File: config.mk
export PLATFORM = sky130hd
export DESIGN_NAME = blit_loop_count
export DESIGN_NICKNAME = d
export VERILOG_FILES = /design/src/rtl/blit_loop_count.sv
export SDC_FILE = /design/constraint.sdc
export NUM_CORES = 1
export LEC_CHECK = 0
export CAP_MARGIN = 20
export CORE_MARGIN = 2
export CORE_UTILIZATION = 50
export DETAILED_ROUTE_END_ITERATION = 12
export PLACE_DENSITY = 0.93
export SKIP_LAST_GASP = 1
export SLEW_MARGIN = 20
export SYNTH_ARGS = -nofsm -noshare
export SYNTH_HDL_FRONTEND = slang
export SYNTH_SLANG_ARGS = --single-unit
File: constraint.sdc
create_clock -name sys_clk -period 3.94 [get_ports sys_clk]
set_clock_uncertainty 0.2 [all_clocks]
set_input_delay 0.394 -clock sys_clk [delete_from_list [all_inputs] [get_ports sys_clk]]
set_output_delay 0.394 -clock sys_clk [all_outputs]
set_load 0.05 [all_outputs]
File: src/rtl/blit_loop_count.sv
// ----------------------------------------------------------------------------
// blit_loop_count
//
// Blitter loop counter. Holds the inner (pixels-per-line) and outer (line)
// counts loaded by the GPU register decode and steps them under control of
// the blitter state machine. Reports end-of-line and end-of-blit as
// registered one-cycle pulses and presents the live counts for readback.
//
// A count value of zero stands for 2^CW iterations: the decrement wraps
// 0 -> all-ones, so a line loaded with 0 runs the full counter range.
//
// Ports:
//   sys_clk    in   1     system clock, rising edge
//   reset      in   1     synchronous active-high reset
//   countld    in   1     load strobe: gpu_din -> {ocount, icount}, iinit
//   cmdld      in   1     command write strobe, arms the counter
//   stopld     in   1     abort strobe, disarms with counts frozen
//   gpu_din    in   2*CW  {outer count, inner count}
//   step       in   1     one pixel/phrase completed
//   active     out  1     counter armed, blit in progress
//   inner_end  out  1     pulse: a line finished, more lines remain
//   blit_done  out  1     pulse: final step of the final line
//   count_out  out  2*CW  {ocount, icount}
// ----------------------------------------------------------------------------
module blit_loop_count #(
    parameter int CW = 16
) (
    input  logic            sys_clk,
    input  logic            reset,
    input  logic            countld,
    input  logic            cmdld,
    input  logic            stopld,
    input  logic [2*CW-1:0] gpu_din,
    input  logic            step,
    output logic            active,
    output logic            inner_end,
    output logic            blit_done,
    output logic [2*CW-1:0] count_out
);

    localparam logic [CW-1:0] CNT_ZERO = {CW{1'b0}};
    localparam logic [CW-1:0] CNT_ONE  = {{(CW-1){1'b0}}, 1'b1};

    logic [CW-1:0] icount_r;
    logic [CW-1:0] ocount_r;
    logic [CW-1:0] iinit_r;
    logic          active_r;
    logic          inner_end_r;
    logic          blit_done_r;

    logic [CW-1:0] icount_s;
    logic [CW-1:0] ocount_s;
    logic [CW-1:0] iinit_s;
    logic          active_s;
    logic          inner_end_s;
    logic          blit_done_s;
    logic          step_ok_s;
    logic          line_last_s;
    logic          blit_last_s;

    // Next-state decode: load beats step, abort beats arm and step.
    always_comb begin
        icount_s    = icount_r;
        ocount_s    = ocount_r;
        iinit_s     = iinit_r;
        active_s    = active_r;
        inner_end_s = 1'b0;
        blit_done_s = 1'b0;

        // A step only counts while armed and when no load or abort claims the cycle.
        step_ok_s   = step & active_r & ~countld & ~stopld;
        line_last_s = (icount_r == CNT_ONE);
        blit_last_s = line_last_s & (ocount_r == CNT_ONE);

        if (countld) begin
            icount_s = gpu_din[CW-1:0];
            iinit_s  = gpu_din[CW-1:0];
            ocount_s = gpu_din[2*CW-1:CW];
        end else if (step_ok_s) begin
            if (!line_last_s) begin
                icount_s = icount_r - CNT_ONE;
            end else if (!blit_last_s) begin
                // Reload the line so the very next step decrements from iinit.
                icount_s    = iinit_r;
                ocount_s    = ocount_r - CNT_ONE;
                inner_end_s = 1'b1;
            end else begin
                icount_s    = CNT_ZERO;
                ocount_s    = CNT_ZERO;
                blit_done_s = 1'b1;
            end
        end else begin
            icount_s = icount_r;
            ocount_s = ocount_r;
        end

        // The final step's clear wins over a coincident arm.
        if (stopld) begin
            active_s = 1'b0;
        end else if (blit_done_s) begin
            active_s = 1'b0;
        end else if (cmdld) begin
            active_s = 1'b1;
        end else begin
            active_s = active_r;
        end
    end

    // State and output registers with synchronous reset.
    always_ff @(posedge sys_clk) begin
        if (reset) begin
            icount_r    <= CNT_ZERO;
            ocount_r    <= CNT_ZERO;
            iinit_r     <= CNT_ZERO;
            active_r    <= 1'b0;
            inner_end_r <= 1'b0;
            blit_done_r <= 1'b0;
        end else begin
            icount_r    <= icount_s;
            ocount_r    <= ocount_s;
            iinit_r     <= iinit_s;
            active_r    <= active_s;
            inner_end_r <= inner_end_s;
            blit_done_r <= blit_done_s;
        end
    end

    assign active    = active_r;
    assign inner_end = inner_end_r;
    assign blit_done = blit_done_r;
    assign count_out = {ocount_r, icount_r};

endmodule

==> results.py <==
metrics = {
    "grt": {
        "grt_max_degree": 47,
        "grt_pass1_wl_microns": 13640,
        "grt_pass1_vias": 2888,
        "antenna_found_initial": 0,
        "overflow": 0,
        "track_usage_pct": 27.10,
    },
    "layout": {
        "multi_input_area_sq_um": 1658,
        "syn2layout_area_growth_pct": 30.45,
        "ff_latch_area_sq_um": 1021,
        "drive_gt1_share_pct": 5.437,
        "final_util_pct": 66.92,
        "antenna_cells": 0,
        "fillers": 434,
        "final_net_count": 465,
        "layout.cells.non_filler": 495,
    },
    "synthesis": {
        "synthArstFlopShare_pct": 0,
        "synth_top_area_share_pct": 36.59,
        "synth_ff_type": "dfxtp_1",
        "synth-seq-area-share_pct": 36.59,
        "synth-seq-cells": 51,
        "yosysWarnings": 0,
        "synth-compound-area-share_pct": 25.02,
        "synth_area_leader_cell": "dfxtp_1",
        "yosys-top-cells-area": "dfxtp_1, a21oi_1, nor2_1, nand2_1, o21ai_0",
        "syn_area_sq_um": 2790,
        "synth-edff-count": 0,
        "synthAdderAreaFrac_pct": 1.794,
        "synth_cells": 359,
        "synth_top_family_by_area": "simple AND/OR/NAND/NOR gates",
        "ys_types": 53,
        "avgSynthCellArea_sq_um": 7.772,
        "syn_nets": 401,
        "synth_commonest_cells": "dfxtp_1, nor2_1, nand2_1",
        "synth_xor_area_share_pct": 2.825,
        "yosysMostFrequentCell": "dfxtp_1",
        "yosys.area_share.simple_pct": 25.25,
        "muxShareOfSynthArea_pct": 4.305,
    },
    "timing": {
        "timing.hold.ws_ns": 0.2722,
        "tightest_slew_ns": 0.6758,
        "slew_headroom_pct": 54.53,
        "setup_viol_count_final": 0,
        "grt_setup_unrepaired": "false",
        "post-route-min-period_ns": 2.931,
        "finalCritPeriodShare_pct": 74.38,
        "hold_viol": 0,
        "slew_viol_final": 0,
        "fin_setup_tns_ns": 0,
        "max_freq_ghz": 0.3412,
    },
    "worst_hold_path": {
        "whs_path_depth": 2,
        "min_delay_worst_endpoint": "iinit_r[15]",
        "min_from": "iinit_r[15]",
        "worst_hold_path_type": "reg2reg",
    },
    "cts": {
        "cts_root_buf": "clkbuf_8",
        "clock_latency_ns": 0.31,
        "cts_buffer_depth": 2,
        "hold_buffers": 0,
        "cts_tree": "done",
        "clkTransAtPathRegs_ns": 0.09,
        "post_cts_buffers": 0,
        "ctsHtreeMaxLevel": 2,
        "cts_made_buffers": 5,
        "clock-sinks": 51,
        "cts_resized": 0,
    },
    "die": {
        "initial_utilization_pct": 51.30,
        "fp.dieW_microns": 78.70,
        "die_area_sq_um": 6194,
        "coreArea_sq_um": 5439,
        "rows": 27,
        "ioPinCount": 73,
        "die_h_microns": 78.70,
    },
    "worst_setup_path": {
        "crit_fanout": 11,
        "crit_required_ns": 3.98,
        "max_stage_delay_ns": 0.52,
        "end_kind": "register",
        "setup.worst_path.start": "icount_r[0]",
        "crit_arrival_ns": 2.97,
        "path_class": "reg2reg",
        "path_cells": "ha_1 -> or4b_1 -> nor4_4 -> nand2_2 -> nor2_2 -> nand4b_1 -> a31oi_1",
        "timing.rr.end": "ocount_r[15]",
        "rrSetupSlack_ns": 1.01,
        "crit_path_top_delay_cell": "or4b_1",
        "reg2reg_depth": 7,
        "reg2reg_from": "icount_r[0]",
        "setup.worst_path.start_class": "register",
    },
    "route": {
        "drc_errors": 0,
        "drt_iter0_markers": 347,
        "via_per_inst": 6.271,
        "drtAntennaViolNets": 0,
        "drtPass1Iterations": 5,
        "routed_wl_microns": 8447,
        "vias": 3104,
        "routedWlPerCell_microns": 17.06,
    },
    "place": {
        "finalWeightedCongestion": 0.9469,
        "dp_hpwl_microns": 5781,
        "io_buffers": 72,
        "dpl.cell_count": 488,
    },
    "outcome": {
        "status": "finished, final reports clean",
    },
    "run": {
        "maxCapViolCount": 0,
    },
    "power": {
        "totalPowerFinal_mw": 1.257,
        "power_density_nw_per_um2": 345.4,
        "worst_ir_drop_vdd_v": 0.0002375,
        "p_leak_nw": 1.344,
    },
}
worst max-delay path, delay by kind of cell, from the launching register on:
| family | cells | cell delay, ns |
|---|---|---|
| AOI/OAI and AO/OA | 1 | 0.18 |
| adders and majority gates | 1 | 0.21 |
| DFF | 1 | 0.46 |
| and+or+nand+nor | 5 | 1.81 |
worst max-delay path by stage:
| stage | endpoint | slack [ns] | cells after the start |
|---|---|---|---|
| final | ocount_r[15] | 1.01 | 7 |
| after global routing | ocount_r[15] | 0.88 | 7 |
| after CTS | ocount_r[15] | 1.08 | 7 |
| after detailed placement | ocount_r[15] | 0.93 | 7 |
| after global placement | ocount_r[15] | 1.08 | 7 |
| after floorplan | ocount_r[10] | 1.09 | 8 |
per-stage QoR:
step                      setup WS (ns)  cell area (sq um)
final                             1.009               3640
after global routing             0.8771               3640
after CTS                         1.079               3633
after detailed placement         0.9341               3546
after global placement            1.082               3546
after floorplan                   1.088               2790
registers in the layout, indices dropped and copies added, names as in the netlist:
name / flops
iinit_r: 16
icount_r: 16
inner_end: 1
blit_done: 1
active: 1
ocount_r: 16
power breakdown:
group / switching (mW) / internal [mW]
sequential: 0.0407 / 0.547
clock: 0.177 / 0.138
combinational: 0.211 / 0.144
total: 0.428 / 0.829
placed cells by master (no fill, tap or decap), drive strengths merged, types with 7 or more instances in the layout:
cell,count
a31oi,17
dfxtp,51
nor3,16
nor2,42
a21oi,33
nor4,9
clkdlybuf4s50,71
mux2i,12
inv,7
nand3,13
o21ai,29
nand2,35
kinds of logic after synthesis:
family                     after synthesis
and+or+nand+nor                        142
AOI/OAI and AO/OA                      113
DFF                                     51
buffers and inverters                   28
muxes                                   12
xor gates and xnor gates                 9
adders and majority gates                4
routing by layer:
| layer | up-vias | part of all wire [%] | global-route usage (%) |
|---|---|---|---|
| met3 | 32 | 9.5 | 5.682 |
| met4 | 0 | 3.0 | 12.28 |
| met2 | 201 | 47 | 42.31 |
| li1 | 1448 | - | - |
| met1 | 1423 | 41 | 36.03 |
| met5 | - | 0 | 0 |
final cells by class:
class	instances	share of cell area (%)
Multi-Input combinational cell	280	45.55
Tap cell	72	2.475
Clock buffer	6	2.269
Sequential cell	51	28.05
Timing Repair Buffer	77	20.69
Clock inverter	1	0.1375
Inverter	8	0.8250
No activity file was read; power rests on OpenSTA's default activity.
